`src/rtl/pc_unit.sv`:
```
// Fetch-stage program counter: BOOT/RUN/HALT control, trap/redirect priority, epoch tagging.
// Optional macro PC_ALIGN_CHECK_EN turns misaligned redirects into traps and adds misalign_err.
module pc_unit #(
    parameter int              XLEN      = 32,
    parameter logic [XLEN-1:0] RESET_VEC = '0,
    parameter logic [XLEN-1:0] TRAP_VEC  = XLEN'('h100),
    parameter int              INC       = 4
) (
    input  logic            clk,
    input  logic            rst_n,
    output logic            fetch_valid,
    input  logic            fetch_ready,
    output logic [XLEN-1:0] fetch_pc,
    output logic            fetch_epoch,
    input  logic            redirect_valid,
    input  logic [XLEN-1:0] redirect_target,
    input  logic            trap_req,
    input  logic            halt_req,
    input  logic            resume,
    output logic            halted
`ifdef PC_ALIGN_CHECK_EN
    ,
    output logic            misalign_err
`endif
);

    localparam logic [XLEN-1:0] INC_V      = XLEN'(INC);
    localparam logic [XLEN-1:0] ALIGN_MASK = ~XLEN'(INC - 1);

    typedef enum logic [1:0] {
        BOOT = 2'd0,
        RUN  = 2'd1,
        HALT = 2'd2
    } state_t;

    state_t          state_q, state_d;
    logic [XLEN-1:0] pc_q, pc_d;
    logic            epoch_q, epoch_d;
    logic            handshake;
    logic [XLEN-1:0] target_aligned;
`ifdef PC_ALIGN_CHECK_EN
    logic            misalign_q, misalign_d;
    logic            target_misaligned;
    assign target_misaligned = |(redirect_target & ~ALIGN_MASK);
`endif

    assign handshake      = (state_q == RUN) && fetch_ready;
    assign target_aligned = redirect_target & ALIGN_MASK;

    always_ff @(posedge clk or negedge rst_n) begin
        if (!rst_n) begin
            state_q <= BOOT;
            pc_q    <= RESET_VEC;
            epoch_q <= 1'b0;
`ifdef PC_ALIGN_CHECK_EN
            misalign_q <= 1'b0;
`endif
        end else begin
            state_q <= state_d;
            pc_q    <= pc_d;
            epoch_q <= epoch_d;
`ifdef PC_ALIGN_CHECK_EN
            misalign_q <= misalign_d;
`endif
        end
    end

    always_comb begin
        state_d = state_q;
        pc_d    = pc_q;
        epoch_d = epoch_q;
`ifdef PC_ALIGN_CHECK_EN
        misalign_d = 1'b0;
`endif
        case (state_q)
            BOOT: begin
                // Control inputs are deliberately ignored during the boot bubble.
                state_d = RUN;
            end
            RUN: begin
                if (trap_req) begin
                    pc_d    = TRAP_VEC;
                    epoch_d = ~epoch_q;
                end else if (redirect_valid) begin
                    epoch_d = ~epoch_q;
`ifdef PC_ALIGN_CHECK_EN
                    if (target_misaligned) begin
                        pc_d       = TRAP_VEC;
                        misalign_d = 1'b1;
                    end else begin
                        pc_d = target_aligned;
                    end
`else
                    pc_d = target_aligned;
`endif
                end else begin
                    // A fetch accepted in the halting cycle still advances pc.
                    if (handshake) begin
                        pc_d = pc_q + INC_V;
                    end
                    if (halt_req) begin
                        state_d = HALT;
                    end
                end
            end
            HALT: begin
                if (trap_req) begin
                    pc_d    = TRAP_VEC;
                    epoch_d = ~epoch_q;
                    state_d = RUN;
                end else begin
                    if (redirect_valid) begin
                        epoch_d = ~epoch_q;
`ifdef PC_ALIGN_CHECK_EN
                        if (target_misaligned) begin
                            pc_d       = TRAP_VEC;
                            misalign_d = 1'b1;
                            state_d    = RUN;
                        end else begin
                            pc_d = target_aligned;
                        end
`else
                        pc_d = target_aligned;
`endif
                    end
                    if (resume && !halt_req) begin
                        state_d = RUN;
                    end
                end
            end
            default: begin
                state_d = BOOT;
            end
        endcase
    end

    assign fetch_valid = (state_q == RUN);
    assign halted      = (state_q == HALT);
    assign fetch_pc    = pc_q;
    assign fetch_epoch = epoch_q;
`ifdef PC_ALIGN_CHECK_EN
    assign misalign_err = misalign_q;
`endif

endmodule
```
`config.mk`:
```
export PLATFORM = sky130hd
export DESIGN_NAME = pc_unit
export DESIGN_NICKNAME = d
export VERILOG_FILES = /design/src/rtl/pc_unit.sv
export SDC_FILE = /design/constraint.sdc
export NUM_CORES = 1
export LEC_CHECK = 0
export CORE_MARGIN = 2
export CORE_UTILIZATION = 47
export CTS_CLUSTER_SIZE = 12
export DETAILED_ROUTE_END_ITERATION = 10
export PLACE_DENSITY = 0.88
export SLEW_MARGIN = 25
export SYNTH_ARGS = -nofsm -noshare
export SYNTH_HDL_FRONTEND = slang
export SYNTH_SLANG_ARGS = --single-unit
```
`constraint.sdc`:
```
create_clock -name clk -period 2.2 [get_ports clk]
set_input_delay 0.22 -clock clk [delete_from_list [all_inputs] [get_ports clk]]
set_output_delay 0.22 -clock clk [all_outputs]
set_load 0.1 [all_outputs]
```
==> impl_metrics.env <==
export IMPL_status="completed"
export IMPL_die_area_sq_um=5600
export IMPL_ant_nets=0
export IMPL_die_x_microns=74.8
export IMPL_syn_to_final_growth_pct=38.5
export IMPL_synth_top_area_share_pct=35.0
export IMPL_clockRootBuffer="clkbuf_8"
export IMPL_synth_distinct_cells=54
export IMPL_gp_congestion=0.899
export IMPL_grt_max_degree=34
export IMPL_grt_usage_pct=27.6
export IMPL_p_leak_nw=1.34
export IMPL_synthArstFlopShare_pct=100
export IMPL_yosys_area_share_simple_pct=27.2
export IMPL_nets=417
export IMPL_ys_warn_count=0
export IMPL_syn_inst=294
export IMPL_synth_mux_area_share_pct=0.902
export IMPL_fin_skew_ns=0.00607
export IMPL_setup_viol=0
export IMPL_grt_pass1_vias=2432
export IMPL_tritoncts="yes"
export IMPL_cpPeakStageDelay_ns=0.61
export IMPL_synth_seq_area_share_pct=35.0
export IMPL_period_minus_slack_ns=2.01
export IMPL_cpLargestDelayFamily="simple AND/OR/NAND/NOR gates"
export IMPL_start_kind="flop"
export IMPL_ys_ff_latch=33
export IMPL_cts_max_path_buffers=2
export IMPL_fp_row_count=25
export IMPL_synth_main_ff_cell="dfrtp_1"
export IMPL_first_iter_violations=276
export IMPL_grt_pass1_wl_microns=11800
export IMPL_synth_area_sq_um=2360
export IMPL_wl_microns=7410
export IMPL_antenna_found_initial=0
export IMPL_syn_avg_cell_area_sq_um=8.02
export IMPL_nFillCells=405
export IMPL_slew_viol_final=0
export IMPL_wl_per_cell_microns=16.8
export IMPL_setup_slack_ns=0.192
export IMPL_synth_top_area_cell="dfrtp_1"
export IMPL_die_h_microns=74.8
export IMPL_viasPerCell=6.10
export IMPL_finalSetupTns_ns=0
export IMPL_drv_cap=0
export IMPL_final_util_pct=68.2
export IMPL_fin_area_sq_um=3260
export IMPL_cts_buffers_inserted=5
export IMPL_htreeDepth=2
export IMPL_clock_latency_ns=0.29
export IMPL_place_area_sq_um=3180
export IMPL_max_freq_mhz=498
export IMPL_rsz0062_at_grt="no"
export IMPL_worstHoldPathType="input pin to asynchronous set/reset pin"
export IMPL_power_total_mw=5.55
export IMPL_tightest_slew_ns=0.495
export IMPL_postCtsSetupBuffers=0
export IMPL_dp_hpwl_microns=5440
export IMPL_port_buffers=69
export IMPL_num_vias=2689
export IMPL_synth_compound_area_share_pct=26.8
export IMPL_cp_cell_sequence="nand4_2 -> or4_4 -> nor4_4 -> xnor2_1 -> a221oi_2"
export IMPL_crit_fanout=9
export IMPL_critical_path_class="flop to flop"
export IMPL_drc=0
export IMPL_fin_crit_sh_pct=91.3
export IMPL_cts_sinks=33
export IMPL_n_antenna_cell=0
export IMPL_synth_area_leaders="dfrtp_1 (35%), a21oi_1 (5.7%), o21ai_0 (4.9%)"
export IMPL_end_kind="flop"
export IMPL_pre_cts_ws_ns=0.118
export IMPL_start_util_pct=49.3
export IMPL_holdBufCountCts=0
export IMPL_synth_xor_area_share_pct=2.97
export IMPL_slew_headroom_pct=66.8
export IMPL_arrival_ns=2.22
export IMPL_coreArea_sq_um=4790
export IMPL_path_buf_inv=0
export IMPL_clk_pin_slew_ns=0.07
export IMPL_p_per_area_nw_per_um2=1700
export IMPL_gr_total_overflow=0
export IMPL_synth_edf_count=0
export IMPL_ctsResizeCount=0
export IMPL_crit_slowest_cell="or4_4"
export IMPL_vdd_ir_drop_max_uv=1320
export IMPL_drive_above_1_share_pct=23.3
export IMPL_yosys_area_share_adder_pct=2.65
export IMPL_synth_top_family_by_area="simple AND/OR/NAND/NOR gates"
export IMPL_top_level_ports=74
export IMPL_worstPathRequired_ns=2.41
export IMPL_finalHoldViolCount=0
export IMPL_dr_pass1_iters=5
==> sequential cells by signal (all words and copies together) (netlist names) <==
signal,cells
fetch_epoch,1
fetch_pc,30
state_q,2
==> where the power goes <==
group          switching, mW  total, mW  internal [mW]
Combinational           2.77       3.81           1.04
Sequential             0.390       1.28          0.893
Clock                  0.229      0.454          0.225
==> cells by family after synthesis <==
kind of cell	after synthesis
compound gates	99
flops	33
simple gates	122
other cells	1
buf+inv	24
fa+ha+maj	5
mux	2
xor+xnor	8
==> synth_stat cells (all sizes together) (4+ instances only) <==
| master | instances |
|---|---|
| inv | 6 |
| nor2 | 25 |
| dfrtp | 33 |
| o21ai | 30 |
| nand2 | 29 |
| nand3 | 16 |
| a21oi | 27 |
| nor3 | 8 |
| clkbuf | 14 |
| buf | 4 |
| nand2b | 6 |
| and3 | 5 |
| a2bb2oi | 4 |
| a22oi | 7 |
| xor2 | 6 |
| ha | 5 |
| nand4 | 14 |
| nor2b | 4 |
==> placed cells by master (no fill, tap or decap), types with 3 or more instances in the layout <==
master and count:
dfrtp_2 14, o21ai_0 23, and3_1 5, dfrtp_4 5
nor2b_1 4, nand3_1 16, clkdlybuf4s50_1 36, nand2b_1 6
and4_1 3, clkbuf_1 3, xor2_1 6, o31ai_1 3
buf_4 53, o221ai_1 3, and2_1 3, o21ai_1 7
nand2_1 29, nand4_1 13, inv_1 6, a2bb2oi_1 4
a31oi_1 3, dfrtp_1 14, a22oi_1 7, a21oi_1 26
ha_1 3, nor3_1 6, clkbuf_8 5, nor2_1 25
==> path summary, 6_finish.rpt <==
| kind | startpoint | to | cells after the start | slack [ns] |
|---|---|---|---|---|
| setup / recovery | fetch_pc[12] | fetch_pc[29] | 5 | 0.19 |
| hold / removal | rst_n | fetch_pc[5] | 2 | 0.34 |
| setup reg to reg | fetch_pc[12] | fetch_pc[29] | 5 | 0.19 |
| hold reg to reg | fetch_epoch | fetch_epoch | 1 | 0.48 |
| max in group asynchronous | rst_n | fetch_pc[13] | 2 | 1.50 |
| min in group clk | fetch_epoch | fetch_epoch | 1 | 0.48 |
==> routing by layer <==
metal,GRT usage [%],routed length (microns)
met5,0,0
met4,10.1,175
met3,4.95,613
met2,46.5,3580
met1,35.3,3040
==> cell type report <==
type	instances	area, sq um	share of cell area [%]
clock buffers	8	80.1	2.45
inverters	6	22.5	0.690
multi-input cells	238	1460	44.7
flip-flops and latches	33	862	26.4
well taps	67	83.8	2.57
repair buffers	89	758	23.2
==> per-stage QoR <==
stage | hold slack (ns) | std cells
floorplan | -0.0756 | 295
global placement | 0.463 | 433
detailed placement | 0.467 | 433
CTS | 0.350 | 441
global route | 0.393 | 441
finish | 0.343 | 441
No activity file was read; power rests on OpenSTA's default activity.
==> RTL edit 1: new RTL, same settings <==
Add a define of `PC_ALIGN_CHECK_EN`.
--- a/src/rtl/pc_unit.sv
+++ b/src/rtl/pc_unit.sv
@@ -1,4 +1,6 @@
 // Fetch-stage program counter: BOOT/RUN/HALT control, trap/redirect priority, epoch tagging.
 // Optional macro PC_ALIGN_CHECK_EN turns misaligned redirects into traps and adds misalign_err.
+`define PC_ALIGN_CHECK_EN
+
 module pc_unit #(
     parameter int              XLEN      = 32,
Check against the original RTL (old outputs only; new: misalign_err): not equivalent (Yosys sat finds a counterexample within 4 cycles, from zero or initial values and one cycle with rst_n low).
==> RTL edit 1 against the unedited design <==
- routed wire length shrank 1.8%
- critical endpoint is now fetch_pc[18]$_DFFE_PN0P_
- count of clock-buffer cells in the layout is the same
- design area grew 1.8%
- cell count is the same
- largest cell class unchanged
- setup slack lost 0.064 ns
- largest power group unchanged
- sequential cell count grew 1
- core utilization grew 1.2 points
- fmax shrank 3.1%
- clock power grew 22%
- area after synthesis grew 0.64%
- highest routed layer unchanged
- total power shrank 21%
==> RTL edit 1: results (changes against the unedited design) <==
metric;value;unit;change
CP peak stage delay;0.39;ns;was 0.61 ns
Logic pwr share;64.1;%;was 68.7%
post-synth cell types;57;;was 54
Fin Clk Skew;0.00862;ns;was 0.00607 ns
met3 wire len;495;microns;was 613 microns
gr ovfl total;0;;unchanged
crit path from;state_q[0]$_DFFE_PN0P_;;was fetch_pc[12]$_DFFE_PN0P_
worst-case clock buffer depth;2;;unchanged
met3 usage;4.55;%;was 4.95%
WL/cell;16.5;microns;was 16.8 microns
clk pwr;0.000554;W;was 0.000454 W
nets;417;;unchanged
Worst R2R Setup Slack;0.13;ns;was 0.19 ns
commonest cells in the synthesized netlist;dfrtp_1, o21ai_0, nand2_1, a21oi_1, nor2_1;;was dfrtp_1, nand2_1, a21oi_1, nor2_1, o21ai_0
Max IR drop VDD;0.928;mV;was 1.32 mV
CP arrival;2.25;ns;was 2.22 ns
DRT iter0 DRCs;283;;was 276
DP HPWL;5.29;mm;was 5.44 mm
power consumption;0.00440;W;was 0.00555 W
P_leak;1.36;nW;was 1.34 nW
gpl congestion;0.972;;was 0.899
M1 WL;3.09;mm;was 3.04 mm
Worst-path clk slew;0.08;ns;
TritonCTS Buffers;5;;unchanged
first-pass GRT wire length;12.0;mm;was 11.8 mm
Total Routing Usage GR;27.8;%;was 27.6%
DR WL met2;3.57;mm;was 3.58 mm
Critical-path top delay cell;dfrtp_1;;was or4_4
Worst Tran Pin Value;0.541;ns;was 0.495 ns
compound-cell area share of the yosys netlist;25.8;%;was 26.8%
r2r endpoint;fetch_pc[18]$_DFFE_PN0P_;;was fetch_pc[29]$_DFFE_PN0P_
number of global-route vias before repair;2458;;was 2,432
dpl cell area;3200;sq um;was 3180 sq um
delay-heaviest family, CP;compound AO/OA/AOI/OAI gates;;was simple AND/OR/NAND/NOR gates
met1 global-route usage;38.3;%;was 35.3%
via/cell ratio;6.04;;was 6.10
synth top area cells;dfrtp_1, o21ai_0, a21oi_1, nand2_1, nor2_1;;was dfrtp_1, a21oi_1, o21ai_0, nand2_1, nor2_1
drt pass-1 iters;5;;unchanged
share of post-route cells with drive strength above 1;26.2;%;was 23.3%
PortBufs;72;;was 69
mux cell area share after synthesis;1.32;%;was 0.902%
Adder-Cell Fraction of Synth Area;2.64;%;was 2.65%
critical path class;reg2reg;;unchanged
Post-Synth XOR/XNOR Area;1.85;%;was 2.97%
switching share of power;57.2;%;was 61.1%
Max FO, Critical Path;25;;was 9
Setup Buffers After CTS;0;;unchanged
result of the run;complete, no violations;;unchanged
grt met2 use;45.1;%;was 46.5%
worst r2r path cells;7;;was 5
largest net degree at the start of global routing;35;;was 34
highest routed layer;met4;;unchanged
final setup fails;0;;unchanged
Min Hold Slack;0.334;ns;was 0.343 ns
Antenna Cells;0;;unchanged
post-synthesis sequential area ratio;35.9;%;was 35.0%
Fill cells;398;;was 405
[RTL edit 1: cell types whose count changed after synthesis, moves of 5 or more]
cell | before | now
a31oi_1 | 3 | 10
nand4_1 | 13 | 4
nor2_1 | 25 | 20
nor4_1 | 1 | 9
o21ai_0 | 23 | 28
o21ai_1 | 7 | 1
[RTL edit 1: through the flow]
| step | setup slack [ns] | std cells | setup TNS (ns) |
|---|---|---|---|
| 3_3_place_gp | 0.238 | 433 | 0 |
| 3_5_place_dp | 0.155 | 433 | 0 |
| 6_report | 0.128 | 441 | 0 |
| 2_1_floorplan | -0.0738 | 291 | -0.0738 |
| 5_1_grt | 0.00741 | 441 | 0 |
| 4_1_cts | 0.145 | 441 | 0 |
[RTL edit 1: cell type report]
type / count / area [sq um] / area share (%)
Timing Repair Buffer: 94 / 801 / 24.1
Multi-Input combinational cell: 233 / 1430 / 43.1
Tap cell: 67 / 83.8 / 2.52
Clock buffer: 8 / 110 / 3.31
Sequential cell: 34 / 878 / 26.4
Inverter: 5 / 18.8 / 0.565
==> RTL edit 2: new RTL, config.mk and constraints unchanged <==
Made on the original files. The 3 states of `state_t` get a one-hot encoding in 3 bits.
--- a/src/rtl/pc_unit.sv
+++ b/src/rtl/pc_unit.sv
@@ -28,8 +28,8 @@
     localparam logic [XLEN-1:0] ALIGN_MASK = ~XLEN'(INC - 1);
 
-    typedef enum logic [1:0] {
-        BOOT = 2'd0,
-        RUN  = 2'd1,
-        HALT = 2'd2
+    typedef enum logic [2:0] {
+        BOOT = 3'b001,
+        RUN  = 3'b010,
+        HALT = 3'b100
     } state_t;
 
Function: same outputs for any inputs over 10 cycles, from zero or initial values and one cycle with rst_n low; not proved beyond that.
==> RTL edit 2 against the unedited design <==
- die area rose by 0.66%
- total power fell by 5.4%
- clock skew rose by 0.0033 ns
- area after synthesis rose by 0.69%
- non-clock buffer count fell by 2
- sequential cell count rose by 1
- synthesized cell count fell by 3.1%
- hold slack improved by 0.0017 ns
- routed wire length fell by 2.4%
- design area rose by 1.2%
- setup slack got worse by 0.040 ns
- critical endpoint is now fetch_pc[28]$_DFFE_PN0P_
==> RTL edit 2: results (changes against the unedited design) <==
metric;value;unit;change
result of the run;complete, no violations;;unchanged
worst r2r path cells;6;;was 5
TritonCTS Buffers;5;;unchanged
CP arrival;2.26;ns;was 2.22 ns
synth top area cells;dfrtp_1, o21ai_0, a21oi_1, nand2_1, nor2_1;;was dfrtp_1, a21oi_1, o21ai_0, nand2_1, nor2_1
Max FO, Critical Path;13;;was 9
drt pass-1 iters;5;;unchanged
number of global-route vias before repair;2485;;was 2,432
switching share of power;62.1;%;was 61.1%
post-synth cell types;58;;was 54
Post-Route WL;7.23;mm;was 7.41 mm
top_reg_cell synth;dfrtp_1;;unchanged
commonest cells in the synthesized netlist;o21ai_0, dfrtp_1, nand2_1, a21oi_1, nor2_1;;was dfrtp_1, nand2_1, a21oi_1, nor2_1, o21ai_0
Synth Warn #;0;;unchanged
Hold WC Path Type;in2async;;unchanged
dpl cell area;3210;sq um;was 3180 sq um
Avg Inst Size Synth;8.33;sq um;was 8.02 sq um
share of post-route cells with drive strength above 1;27.0;%;was 23.3%
first-pass GRT wire length;11.6;mm;was 11.8 mm
P_leak;1.29;nW;was 1.34 nW
largest net degree at the start of global routing;35;;was 34
Largest register FFs;30;;unchanged
r2r endpoint;fetch_pc[28]$_DFFE_PN0P_;;was fetch_pc[29]$_DFFE_PN0P_
DP HPWL;5.28;mm;was 5.44 mm
Fin Clk Skew;0.00935;ns;was 0.00607 ns
Worst R2R Start;state_q[1]$_DFFE_PN0P_;;was fetch_pc[12]$_DFFE_PN0P_
initial antenna violation count;0;;unchanged
worst slack, placed;0.0764;ns;was 0.118 ns
DR WL met2;3.40;mm;was 3.58 mm
nets;405;;was 417
CP peak stage delay;0.50;ns;was 0.61 ns
Total Routing Usage GR;26.9;%;was 27.6%
via count;2678;;was 2,689
post-synthesis sequential area ratio;35.9;%;was 35.0%
gpl congestion;0.904;;was 0.899
Critical-path top delay cell;dfrtp_1;;was or4_4
DRT iter0 DRCs;211;;was 276
Setup Buffers After CTS;0;;unchanged
Min Hold Slack;0.345;ns;was 0.343 ns
met1 global-route usage;36.3;%;was 35.3%
power share of the clock group;9.2;%;was 8.2%
H-tree depth;2;;unchanged
M1 WL;2.99;mm;was 3.04 mm
met3 usage;5.22;%;was 4.95%
met3 wire len;756;microns;was 613 microns
power consumption;0.00524;W;was 0.00555 W
Max IR drop VDD;0.986;mV;was 1.32 mV
Worst-Skew Late Latency;0.29;ns;about the same
Layout Cells excl Fill;433;;was 441
Seq. pwr;0.00140;W;was 0.00128 W
Worst R2R Setup Slack;0.15;ns;was 0.19 ns
grt met2 use;43.4;%;was 46.5%
-- RTL edit 2: cell types whose count changed in the layout (fill, tap and decap cells not counted), sizes merged, moves of 4 or more --
cell    change
and2        +4
nor3        +4
nand2       +4
xor2        -5
nor2        -7
o211ai      +4
ha          -4
o21ai       +5
nor4        +7
nand4       -4
-- RTL edit 2: worst max path at each step --
stage                           startpoint                  endpoint  slack, ns
floorplan           state_q[0]$_DFFE_PN1P_  fetch_pc[26]$_DFFE_PN0P_      -0.20
global route        state_q[1]$_DFFE_PN0P_  fetch_pc[19]$_DFFE_PN0P_       0.04
finish              state_q[1]$_DFFE_PN0P_  fetch_pc[28]$_DFFE_PN0P_       0.15
CTS                 state_q[1]$_DFFE_PN0P_  fetch_pc[28]$_DFFE_PN0P_       0.16
global placement                  trap_req  fetch_pc[28]$_DFFE_PN0P_       0.12
detailed placement                trap_req  fetch_pc[28]$_DFFE_PN0P_       0.08
-- RTL edit 2: layout make-up --
cell class                      count  area [sq um]
Fill cell                         391          1480
Multi-Input combinational cell    229          1460
Sequential cell                    34           875
Timing Repair Buffer               87           768
Clock buffer                        7          86.3
Tap cell                           67          83.8
Inverter                            8          30.0
Clock inverter                      1          5.00
-- RTL edit 2: cells by family after synthesis --
logic type               count (synthesis)  synth area share [%]
other                                    1                 0.158
AND/OR/NAND/NOR                        124                  29.6
flip-flops                              34                  35.9
multiplexers                             4                  1.69
buffers and inverters                   23                  5.22
adder cells (fa/ha/maj)                  1                 0.527
XOR/XNOR                                 2                 0.738
AO/OA/AOI/OAI                           96                  26.1
-- RTL edit 2: critical path: cells and delay by family (launching register included) --
kind	cells	cell delay, ns
AND/OR/NAND/NOR	3	0.95
flip-flops	1	0.50
buffers and inverters	1	0.27
AO/OA/AOI/OAI	2	0.25
